==> src/rtl/uart_rx_wb.sv <==
// 8N1 UART receiver feeding a small RX FIFO, drained through a 2-bit-address register bus.
// wb_int_o flags waiting data or error conditions when enabled.
module uart_rx_wb #(
    parameter int CLK_DIV    = 434,
    parameter int FIFO_DEPTH = 8
) (
    input  logic       wb_clk_i,
    input  logic       rst_i,
    input  logic       wb_cyc_i,
    input  logic       wb_we_i,
    input  logic [1:0] wb_addr_i,
    input  logic [7:0] wb_datw_i,
    output logic [7:0] wb_datr_o,
    output logic       wb_int_o,
    input  logic       uart_rx
);

    localparam int          AW       = $clog2(FIFO_DEPTH);
    localparam logic [15:0] DIV_FULL = 16'(CLK_DIV);
    localparam logic [15:0] DIV_HALF = 16'(CLK_DIV / 2);

    typedef enum logic [2:0] {
        ST_IDLE,
        ST_START,
        ST_DATA,
        ST_STOP,
        ST_BREAK
    } rx_state_t;

    // Synchroniser and edge history reset low, so a line stuck low after reset
    // cannot start a frame until it has first been seen high.
    logic rx_meta_reg, rx_s_reg, rx_prev_reg;

    always_ff @(posedge wb_clk_i or negedge rst_i) begin
        if (!rst_i) begin
            rx_meta_reg <= 1'b0;
            rx_s_reg    <= 1'b0;
            rx_prev_reg <= 1'b0;
        end else begin
            rx_meta_reg <= uart_rx;
            rx_s_reg    <= rx_meta_reg;
            rx_prev_reg <= rx_s_reg;
        end
    end

    logic rx_fall;
    assign rx_fall = rx_prev_reg & ~rx_s_reg;

    rx_state_t   state_reg;
    logic [15:0] baud_cnt_reg;
    logic [2:0]  bit_idx_reg;
    logic [7:0]  shift_reg;
    logic        cnt_expired;

    assign cnt_expired = (baud_cnt_reg == 16'd1);

    always_ff @(posedge wb_clk_i or negedge rst_i) begin
        if (!rst_i) begin
            state_reg    <= ST_IDLE;
            baud_cnt_reg <= 16'd0;
            bit_idx_reg  <= 3'd0;
            shift_reg    <= 8'h00;
        end else begin
            case (state_reg)
                ST_IDLE: begin
                    if (rx_fall) begin
                        state_reg    <= ST_START;
                        baud_cnt_reg <= DIV_HALF;
                    end
                end
                ST_START: begin
                    if (cnt_expired) begin
                        if (!rx_s_reg) begin
                            state_reg    <= ST_DATA;
                            baud_cnt_reg <= DIV_FULL;
                            bit_idx_reg  <= 3'd0;
                        end else begin
                            state_reg    <= ST_IDLE;
                            baud_cnt_reg <= DIV_HALF;
                        end
                    end else begin
                        baud_cnt_reg <= baud_cnt_reg - 16'd1;
                    end
                end
                ST_DATA: begin
                    if (cnt_expired) begin
                        shift_reg    <= {rx_s_reg, shift_reg[7:1]};
                        baud_cnt_reg <= DIV_FULL;
                        if (bit_idx_reg == 3'd7) begin
                            state_reg <= ST_STOP;
                        end else begin
                            bit_idx_reg <= bit_idx_reg + 3'd1;
                        end
                    end else begin
                        baud_cnt_reg <= baud_cnt_reg - 16'd1;
                    end
                end
                ST_STOP: begin
                    if (cnt_expired) begin
                        state_reg    <= rx_s_reg ? ST_IDLE : ST_BREAK;
                        baud_cnt_reg <= DIV_FULL;
                    end else begin
                        baud_cnt_reg <= baud_cnt_reg - 16'd1;
                    end
                end
                ST_BREAK: begin
                    if (rx_s_reg) begin
                        state_reg    <= ST_IDLE;
                        baud_cnt_reg <= DIV_HALF;
                    end
                end
                default: begin
                    state_reg    <= ST_IDLE;
                    baud_cnt_reg <= 16'd0;
                end
            endcase
        end
    end

    logic stop_sample, rx_push, ferr_set;
    assign stop_sample = (state_reg == ST_STOP) && cnt_expired;
    assign rx_push     = stop_sample & rx_s_reg;
    assign ferr_set    = stop_sample & ~rx_s_reg;

    // FIFO with one extra pointer bit to tell full from empty.
    logic [7:0]  mem [FIFO_DEPTH];
    logic [AW:0] wr_ptr_reg, rd_ptr_reg;
    logic [AW:0] fifo_count;
    logic        fifo_empty, fifo_full;

    assign fifo_count = wr_ptr_reg - rd_ptr_reg;
    assign fifo_empty = (wr_ptr_reg == rd_ptr_reg);
    assign fifo_full  = (wr_ptr_reg[AW] != rd_ptr_reg[AW]) &&
                        (wr_ptr_reg[AW-1:0] == rd_ptr_reg[AW-1:0]);

    logic rd_access, wr_access, pop, push_ok, ovr_set;
    assign rd_access = wb_cyc_i & ~wb_we_i;
    assign wr_access = wb_cyc_i & wb_we_i;
    assign pop       = rd_access && (wb_addr_i == 2'd0) && !fifo_empty;
    // A coincident pop frees the slot first, so a full FIFO still accepts the push.
    assign push_ok   = rx_push & (~fifo_full | pop);
    assign ovr_set   = rx_push & fifo_full & ~pop;

    always_ff @(posedge wb_clk_i) begin
        if (push_ok) begin
            mem[wr_ptr_reg[AW-1:0]] <= shift_reg;
        end
    end

    always_ff @(posedge wb_clk_i or negedge rst_i) begin
        if (!rst_i) begin
            wr_ptr_reg <= '0;
            rd_ptr_reg <= '0;
        end else begin
            if (push_ok) wr_ptr_reg <= wr_ptr_reg + 1'b1;
            if (pop)     rd_ptr_reg <= rd_ptr_reg + 1'b1;
        end
    end

    logic ovr_reg, ferr_reg, ie_reg;
    logic clr_ovr, clr_ferr;
    assign clr_ovr  = wr_access && (wb_addr_i == 2'd1) && wb_datw_i[2];
    assign clr_ferr = wr_access && (wb_addr_i == 2'd1) && wb_datw_i[3];

    always_ff @(posedge wb_clk_i or negedge rst_i) begin
        if (!rst_i) begin
            ovr_reg  <= 1'b0;
            ferr_reg <= 1'b0;
            ie_reg   <= 1'b0;
        end else begin
            // Set terms are ORed last so a same-cycle set beats a W1C clear.
            ovr_reg  <= ovr_set  | (ovr_reg  & ~clr_ovr);
            ferr_reg <= ferr_set | (ferr_reg & ~clr_ferr);
            if (wr_access && (wb_addr_i == 2'd2)) begin
                ie_reg <= wb_datw_i[0];
            end
        end
    end

    logic unused_datw;
    assign unused_datw = ^{wb_datw_i[7:4], wb_datw_i[1]};

    logic [7:0] rd_mux;
    always_comb begin
        rd_mux = 8'h00;
        case (wb_addr_i)
            2'd0: rd_mux = fifo_empty ? 8'h00 : mem[rd_ptr_reg[AW-1:0]];
            2'd1: rd_mux = {4'b0000, ferr_reg, ovr_reg, fifo_full, ~fifo_empty};
            2'd2: rd_mux = {7'b0000000, ie_reg};
            2'd3: rd_mux = 8'(fifo_count);
            default: rd_mux = 8'h00;
        endcase
    end

    always_ff @(posedge wb_clk_i or negedge rst_i) begin
        if (!rst_i) begin
            wb_datr_o <= 8'h00;
            wb_int_o  <= 1'b0;
        end else begin
            if (rd_access) begin
                wb_datr_o <= rd_mux;
            end
            wb_int_o <= ie_reg & (~fifo_empty | ovr_reg | ferr_reg);
        end
    end

endmodule

==> config.mk <==
export PLATFORM = sky130hd
export DESIGN_NAME = uart_rx_wb
export DESIGN_NICKNAME = d
export VERILOG_FILES = /design/src/rtl/uart_rx_wb.sv
export SDC_FILE = /design/constraint.sdc
export NUM_CORES = 1
export LEC_CHECK = 0
export CAP_MARGIN = 20
export CORE_UTILIZATION = 54
export DETAILED_ROUTE_END_ITERATION = 12
export GPL_TIMING_DRIVEN = 1
export PLACE_DENSITY = 0.72
export SLEW_MARGIN = 25
export SYNTH_ARGS = -nofsm -noshare
export SYNTH_HDL_FRONTEND = slang
export SYNTH_SLANG_ARGS = --single-unit
==> constraint.sdc <==
create_clock -name wb_clk_i -period 3.49 [get_ports wb_clk_i]
set_input_delay 1.047 -clock wb_clk_i [delete_from_list [all_inputs] [get_ports wb_clk_i]]
set_output_delay 1.047 -clock wb_clk_i [all_outputs]
set_load 0.01 [all_outputs]
==> results.env, run 1 <==
ROUTE.ANTENNA.REMAINING_NETS=0
INSERTION_DELAY_NS=0.51
CTS-BUFFERS-INSERTED=17
DESIGN_AREA_SQ_UM=6330
DETAIL_ROUTE.ITER0.VIOLATIONS=274
CRITPATHARRIVALTIME_NS=3.00
CP.DEPTH=6
FINALCLOCKSKEW_NS=0.0141
ANTENNA_VIOLATIONS_BEFORE_REPAIR=0
CRIT_START='wb_addr_i[0]'
DIE_WIDTH_UM=102
POWER.STATIC_LEAKAGE_nW=2.37
VERTICAL_EXTENT_OF_THE_DIE_UM=102
SETUP_REPAIR_AFTER_GLOBAL_ROUTING_MISSED_ITS_MARGIN='false'
FIRSTDRTPASSITERS=5
STATUS='completed'
R2R_SETUP_SLACK_NS=0.99
ANTENNA_CELLS=0
GLOBALPLACE.CONGESTION=0.774
REMAINING_DRC_ERRORS=0
CLK_ROOT_BUFFER_CELL='sky130_fd_sc_hd__clkbuf_8'
FINAL_HOLD_VIOL_COUNT=0
DR_TOTAL_VIAS=3506
STARTPOINT_TYPE='input pin'
SYN_INST=398
INITIAL_CORE_UTIL=0.554
TIMING.CRITICAL_PATH.SLOWEST_STAGE_CELL='sky130_fd_sc_hd__clkdlybuf4s50_1'
SEQ_AREA_FRAC_SYNTH=0.606
CLK_PATH_BUF_DEPTH=2
YOSYS.AREA_SHARE.ADDER=0.0247
VIAS_PER_CELL=6.04
SHARE_OF_THE_CLOCK_PERIOD_USED_BY_THE_WORST_PATH_AFTER_LAYOUT=0.801
NUM-FILL-CELLS=685
DESIGN.DIE.AREA_SQ_UM=10300
PIN_COUNT_OF_THE_BIGGEST_NET_ENTERING_GLOBAL_ROUTING=30
NUMBER_OF_ENABLE_FLIP_FLOP_CELLS_AFTER_SYNTHESIS=64
YOSYSTOPAREACELL='sky130_fd_sc_hd__edfxtp_1'
ROUTED_WIRE_LENGTH_PER_INSTANCE_UM=19.0
COMBINATIONAL_FAMILY_WITH_THE_MOST_AREA_AFTER_SYNTHESIS='simple AND/OR/NAND/NOR gates'
BUFFERING_STAGE_COUNT_ON_THE_WORST_PATH_WITH_INVERTERS_INCLUDED=2
GRT_USE_TOTAL=0.230
MAXCLOCKFREQUENCY_MHz=358
SYNTH.LIB_CELLS_USED.DISTINCT=62
CRIT_END='mem[0][2]'
MAX_STAGE_DELAY_ON_CRIT_PATH_NS=0.51
CORE_AREA_SQ_UM=9680
POWER_mW=4.28
YOSYSTOPAREACELLSHARE=0.358
FP-ROW-COUNT=36
SYNTH_XOR_XNOR_AREA_SHARE=0.0163
TIMING_WORST_SLEW_PIN_VALUE_NS=0.978
DRV_CAP=0
CLOCK_SINKS=117
LAYOUT_MIN_CYCLE_TIME_NS=2.79
YOSYS-TOP-CELLS-AREA='sky130_fd_sc_hd__edfxtp_1 36%, sky130_fd_sc_hd__dfrtp_1 25%, sky130_fd_sc_hd__mux4_2 6.7%'
CRITPATHKIND='in2reg'
CTS_HOLD_REPAIR_BUFFERS=0
FIN_SETUP_TNS_NS=0
HTREE_LEVELS=4
CTS_TREE='yes'
TIMING.HOLD.WORST.CLASS='reg2reg'
VIAS_IN_THE_FIRST_GLOBAL_ROUTE=3356
SYN2LAYOUT_AREA_GROWTH_PCT=18.0
YS.FLOP_TYPE='sky130_fd_sc_hd__edfxtp_1'
SYNTHMUXAREASHARE=0.113
PLACEMENT.IO_BUFFERS=18
NUMBER_OF_FLIP_FLOPS_IN_THE_LARGEST_REGISTER=64
SYNTH_WARNINGS=0
IOS=24
POST_SYNTH_DESIGN_CELL_AREA_SQ_UM=5360
P_PER_AREA_nW_PER_UM2=676
SYNTH.FF_LATCH_COUNT=117
CRITICAL_PATH.TOP_DELAY_FAMILY='simple AND/OR/NAND/NOR gates'
SYNTHSIMPLEGATEAREAFRAC=0.136
CP-END-KIND='register'
DRIVE_GT1_FRAC=0.204
GRT_PASS1_WL_MM=17.5
NETS=459
POST_CTS_BUFFERS=0
MULTIINPUTGATEAREA_SQ_UM=1980
RR_STARTPOINT='baud_cnt_reg[1]'
TIMING.CRITICAL_PATH.FANOUT_MAX=8
MAXSLEWHEADROOM=0.344
AREA.SEQUENTIAL_SQ_UM=3250
CLK_PIN_SLEW_NS=0.06
REQUIRED_NS=3.70
SETUP-VIOLATIONS-FINAL=0
DRT-TOTAL-WL_MM=11.0
IR_DROP_mV=0.278
SYN_NETS=423
CRIT_PATH_CELL_TRACE='clkdlybuf4s50_1 -> nor4b_1 -> or3_1 -> nand3_1 -> nor4_1 -> buf_4'
INSTANCE_AREA_AT_PLACEMENT_SQ_UM=5770
FINAL_MAX_SLEW_VIOL_COUNT=0
TIMING.RR.END='mem[0][2]'
SYN_AREA_PER_CELL_SQ_UM=13.5
HPWL_MM=7.00
RR_WORST_DEPTH=7
SYNTH-COMPOUND-AREA-SHARE=0.0786
FINAL_CRITICAL_PATH_SETUP_SLACK_NS=0.695
POST_CTS_RESIZE_COUNT=0
SYNTH-ASYNC-RESET-RATIO=0.453
PLACE_WS_NS=0.203
GLOBALROUTEOVERFLOWTOTAL=0
## final cells by class
| class | instances | area share |
|---|---|---|
| repair buffers | 39 | 0.0526 |
| clock buffers | 19 | 0.0682 |
| multi-input cells | 247 | 0.313 |
| inverters | 12 | 0.00712 |
| clock inverters | 13 | 0.0198 |
| well taps | 133 | 0.0263 |
| flip-flops and latches | 117 | 0.513 |
## cells in the mapped netlist, types with 3 or more instances
library cell	instances
sky130_fd_sc_hd__nand2_1	29
sky130_fd_sc_hd__nor4b_1	3
sky130_fd_sc_hd__nand2b_1	7
sky130_fd_sc_hd__xor2_1	4
sky130_fd_sc_hd__o211ai_1	4
sky130_fd_sc_hd__ha_1	9
sky130_fd_sc_hd__nand4_1	13
sky130_fd_sc_hd__nand3_1	11
sky130_fd_sc_hd__clkbuf_1	14
sky130_fd_sc_hd__mux2_2	11
sky130_fd_sc_hd__a31oi_1	9
sky130_fd_sc_hd__a211oi_1	3
sky130_fd_sc_hd__dfrtp_1	53
sky130_fd_sc_hd__mux2i_1	12
sky130_fd_sc_hd__o31ai_1	3
sky130_fd_sc_hd__o21ai_0	14
sky130_fd_sc_hd__and3_1	3
sky130_fd_sc_hd__inv_1	11
sky130_fd_sc_hd__or4_1	3
sky130_fd_sc_hd__nor3b_1	3
sky130_fd_sc_hd__nor2_1	16
sky130_fd_sc_hd__a21oi_1	9
sky130_fd_sc_hd__or2_2	3
sky130_fd_sc_hd__buf_2	4
sky130_fd_sc_hd__a211o_1	3
sky130_fd_sc_hd__o22a_1	3
sky130_fd_sc_hd__o21ai_1	3
sky130_fd_sc_hd__nor3_1	10
sky130_fd_sc_hd__edfxtp_1	64
sky130_fd_sc_hd__xnor2_1	6
sky130_fd_sc_hd__nor4_1	3
sky130_fd_sc_hd__mux4_2	16
## where the power goes
part	internal, mW	leakage (nW)	total (mW)	switching (mW)
clock	0.971	0.263	1.62	0.647
combinational	0.470	0.843	0.967	0.497
sequential	1.56	1.26	1.69	0.135
total	3.00	2.37	4.28	1.28
## worst register-to-register path: stages (launching register included)
cell	delay [ns]
sky130_fd_sc_hd__dfrtp_1	0.40
sky130_fd_sc_hd__inv_1	0.11
sky130_fd_sc_hd__ha_1	0.16
sky130_fd_sc_hd__nor4b_4	0.26
sky130_fd_sc_hd__and4_1	0.51
sky130_fd_sc_hd__nand3_1	0.29
sky130_fd_sc_hd__nor4_1	0.25
sky130_fd_sc_hd__buf_4	0.23
## metal layers
layer	track usage	routed length (um)	up-vias	share of wire
met4	0.0847	99	0	0.0090
met5	0	0	-	0
li1	-	-	1608	-
met2	0.346	5200	147	0.47
met1	0.328	5020	1741	0.46
met3	0.0559	681	10	0.062
## through the flow
stage	instances	utilization	hold slack [ns]
after detailed placement	548	0.596	0.338
after floorplan	398	-	0.331
after global routing	580	0.653	0.352
after CTS	580	0.653	0.349
after global placement	548	0.596	0.335
final	580	0.653	0.348
## kinds of logic (layout without fill, tap and decap cells)
group                    Yosys count  in the layout
AO/OA/AOI/OAI                     64             64
XOR/XNOR                          10             10
adder cells (fa/ha/maj)           10             10
buffers and inverters             34             83
flip-flops                       117            117
multiplexers                      39             39
AND/OR/NAND/NOR                  124            124
## worst min path at each step
stage                startpoint  endpoint  cells after the start
floorplan           rx_meta_reg  rx_s_reg                      0
global placement    rx_meta_reg  rx_s_reg                      0
detailed placement  rx_meta_reg  rx_s_reg                      0
CTS                 rx_meta_reg  rx_s_reg                      0
global route        rx_meta_reg  rx_s_reg                      0
finish              rx_meta_reg  rx_s_reg                      0
## cell usage in the layout, fill, tap and decap left out, drive strengths merged, types with 5 or more instances in the layout
cell / netlist / final
mux2i: 12 / 12
nand4: 13 / 13
o21ai: 17 / 17
inv: 12 / 15
clkdlybuf4s50: 0 / 17
clkinv: 0 / 5
a31oi: 9 / 9
dfrtp: 53 / 53
nor4: 6 / 6
edfxtp: 64 / 64
nand2: 30 / 30
buf: 7 / 22
nand3: 12 / 12
clkbuf: 15 / 19
nor2: 16 / 16
xnor2: 6 / 6
mux4: 16 / 16
mux2: 11 / 11
nor3: 11 / 11
ha: 9 / 9
a21oi: 9 / 9
nand2b: 7 / 7
No activity file was read; power rests on OpenSTA's default activity.
==> run 2: changes to the inputs <==
Clock period 3.49 ns to 2.7 ns, I/O delays scaled along.
==> results.env, run 2 (synthesis results as in run 1) <==
STATUS='completed'
P_PER_AREA_nW_PER_UM2=879
POWER_mW=5.72
TIMING.CRITICAL_PATH.FANOUT_MAX=8
FINAL_MAX_SLEW_VIOL_COUNT=0
NETS=471
LAYOUT_MIN_CYCLE_TIME_NS=2.50
CTS-BUFFERS-INSERTED=17
DPL.CELL_COUNT=560
IOS=24
POST_CTS_BUFFERS=0
TIMING_WORST_SLEW_PIN_VALUE_NS=0.838
ANTENNA_VIOLATIONS_BEFORE_REPAIR=0
REMAINING_DRC_ERRORS=0
CTS_HOLD_REPAIR_BUFFERS=0
FINAL_COMMON_CELL='sky130_fd_sc_hd__edfxtp_1'
MAXSLEWHEADROOM=0.437
POST_CTS_RESIZE_COUNT=0
GRT_USE_TOTAL=0.247
FINAL_HOLD_VIOL_COUNT=0
POWER.STATIC_LEAKAGE_nW=2.46
ANTENNA_CELLS=0
R2R_SETUP_SLACK_NS=0.27
BUFFERING_STAGE_COUNT_ON_THE_WORST_PATH_WITH_INVERTERS_INCLUDED=3
GLOBALPLACE.CONGESTION=0.819
NUM-FILL-CELLS=671
FIRSTDRTPASSITERS=5
VIAS_PER_CELL=5.95
SETUP-VIOLATIONS-FINAL=0
CLK_PIN_SLEW_NS=0.06
DR_TOTAL_VIAS=3521
TIMING.HOLD.WORST.CLASS='in2async'
ROUTE.ANTENNA.REMAINING_NETS=0
CLK_ROOT_BUFFER_CELL='sky130_fd_sc_hd__clkbuf_8'
FINAL_CRITICAL_PATH_SETUP_SLACK_NS=0.199
CTS_TREE='yes'
HPWL_MM=7.35
PIN_COUNT_OF_THE_BIGGEST_NET_ENTERING_GLOBAL_ROUTING=33
SYN2LAYOUT_AREA_GROWTH_PCT=21.2
VERTICAL_EXTENT_OF_THE_DIE_UM=102
CRITICAL_PATH.TOP_DELAY_FAMILY='simple AND/OR/NAND/NOR gates'
DESIGN.DIE.AREA_SQ_UM=10300
LAYOUTNONFILLERINSTCOUNT=592
IR_DROP_mV=0.456
CRIT_PATH_CELL_TRACE='clkdlybuf4s50_1 -> nor4b_1 -> or3_1 -> buf_4 -> nand4_1 -> nor3_2 -> buf_4'
TIMING.RR.END='mem[5][0]'
UTILIZATION=0.671
DIE_WIDTH_UM=102
CLOCK_SINKS=117
INSERTION_DELAY_NS=0.51
FP-ROW-COUNT=36
NUMBER_OF_FLIP_FLOPS_IN_THE_LARGEST_REGISTER=64
DRV_CAP=0
CP-END-KIND='register'
RR_WORST_DEPTH=8
PLACEMENT.IO_BUFFERS=18
CRITPATHARRIVALTIME_NS=2.72
REQUIRED_NS=2.92
HTREE_LEVELS=4
DRIVE_GT1_FRAC=0.233
CRITPATHKIND='in2reg'
SHARE_OF_THE_CLOCK_PERIOD_USED_BY_THE_WORST_PATH_AFTER_LAYOUT=0.926
SETUP_REPAIR_AFTER_GLOBAL_ROUTING_MISSED_ITS_MARGIN='false'
STARTPOINT_TYPE='input pin'
ROUTED_WIRE_LENGTH_PER_INSTANCE_UM=19.2
DETAIL_ROUTE.ITER0.VIOLATIONS=285
CLK_PATH_BUF_DEPTH=2
CP.DEPTH=7
VIAS_IN_THE_FIRST_GLOBAL_ROUTE=3570
CRITICAL_PATH.MOST_COMMON_CELL='sky130_fd_sc_hd__buf_4'
GLOBALROUTEOVERFLOWTOTAL=0
GRT_PASS1_WL_MM=18.6
FIN_SETUP_TNS_NS=0
HIGHEST_COUNT_CELLS_IN_THE_LAYOUT_IGNORING_FILL_AND_TAPS='64 x sky130_fd_sc_hd__edfxtp_1, 53 x sky130_fd_sc_hd__dfrtp_1, 32 x sky130_fd_sc_hd__buf_4'
FINALCLOCKSKEW_NS=0.00925
INITIAL_CORE_UTIL=0.554
RR_STARTPOINT='wr_ptr_reg[0]'
TIMING.CRITICAL_PATH.SLOWEST_STAGE_CELL='sky130_fd_sc_hd__nor4b_1'
MAX_STAGE_DELAY_ON_CRIT_PATH_NS=0.47
PLACE_WS_NS=-0.253
CORE_AREA_SQ_UM=9680
MAXCLOCKFREQUENCY_MHz=400
DRT-TOTAL-WL_MM=11.4
-- run 2: final cells by class --
class / instances / area [sq um] / area share
flip-flops and latches: 117 / 3250 / 0.500
clock buffers: 18 / 418 / 0.0643
well taps: 133 / 166 / 0.0256
multi-input cells: 247 / 2010 / 0.310
inverters: 12 / 45.0 / 0.00693
clock inverters: 14 / 175 / 0.0269
repair buffers: 51 / 435 / 0.0670
-- run 2: how the worst max path moves through the flow --
stage | startpoint | end | slack (ns)
finish | wb_addr_i[1] | mem[4][3] | 0.20
global route | wb_addr_i[1] | mem[4][7] | 0.09
CTS | wb_addr_i[1] | mem[4][7] | 0.24
detailed placement | wb_addr_i[1] | mem[4][4] | -0.25
global placement | wb_addr_i[1] | mem[5][4] | -0.16
floorplan | rd_ptr_reg[1] | mem[2][0] | 0.02
-- run 2: power breakdown --
part / leakage (nW) / internal, mW / total (mW) / switching (mW)
clock network: 0.284 / 1.41 / 2.23 / 0.813
logic: 0.911 / 0.635 / 1.31 / 0.670
registers: 1.26 / 2.02 / 2.18 / 0.169
total: 2.46 / 4.07 / 5.72 / 1.65
-- run 2: layer usage --
| layer | part of all wire | vias to the layer above | track usage |
|---|---|---|---|
| met4 | 0.011 | 0 | 0.0881 |
| met2 | 0.47 | 115 | 0.368 |
| met1 | 0.47 | 1760 | 0.350 |
| li1 | - | 1633 | - |
| met5 | 0 | - | 0 |
| met3 | 0.056 | 13 | 0.0663 |
-- run 2: worst reg2reg max path, stage by stage (launching register included) --
cell                      delay [ns]
sky130_fd_sc_hd__dfrtp_1        0.55
sky130_fd_sc_hd__inv_1          0.13
sky130_fd_sc_hd__ha_1           0.34
sky130_fd_sc_hd__nand3_1        0.13
sky130_fd_sc_hd__or3_1          0.38
sky130_fd_sc_hd__buf_4          0.16
sky130_fd_sc_hd__nand4_1        0.23
sky130_fd_sc_hd__nor2_1         0.09
sky130_fd_sc_hd__buf_4          0.18
-- run 2: per-stage QoR --
stage          area, sq um  hold WS [ns]
6_report              6500         0.278
5_1_grt               6500         0.319
4_1_cts               6500         0.284
3_5_place_dp          5910         0.336
3_3_place_gp          5910         0.337
2_1_floorplan         5400         0.331
==> run 3: changes to the inputs <==
Settings changed: CTS_CLUSTER_SIZE from default to 16.
==> results of run 3 <==
Same layout as run 2: the final DEF is identical, and so are final timing and power.
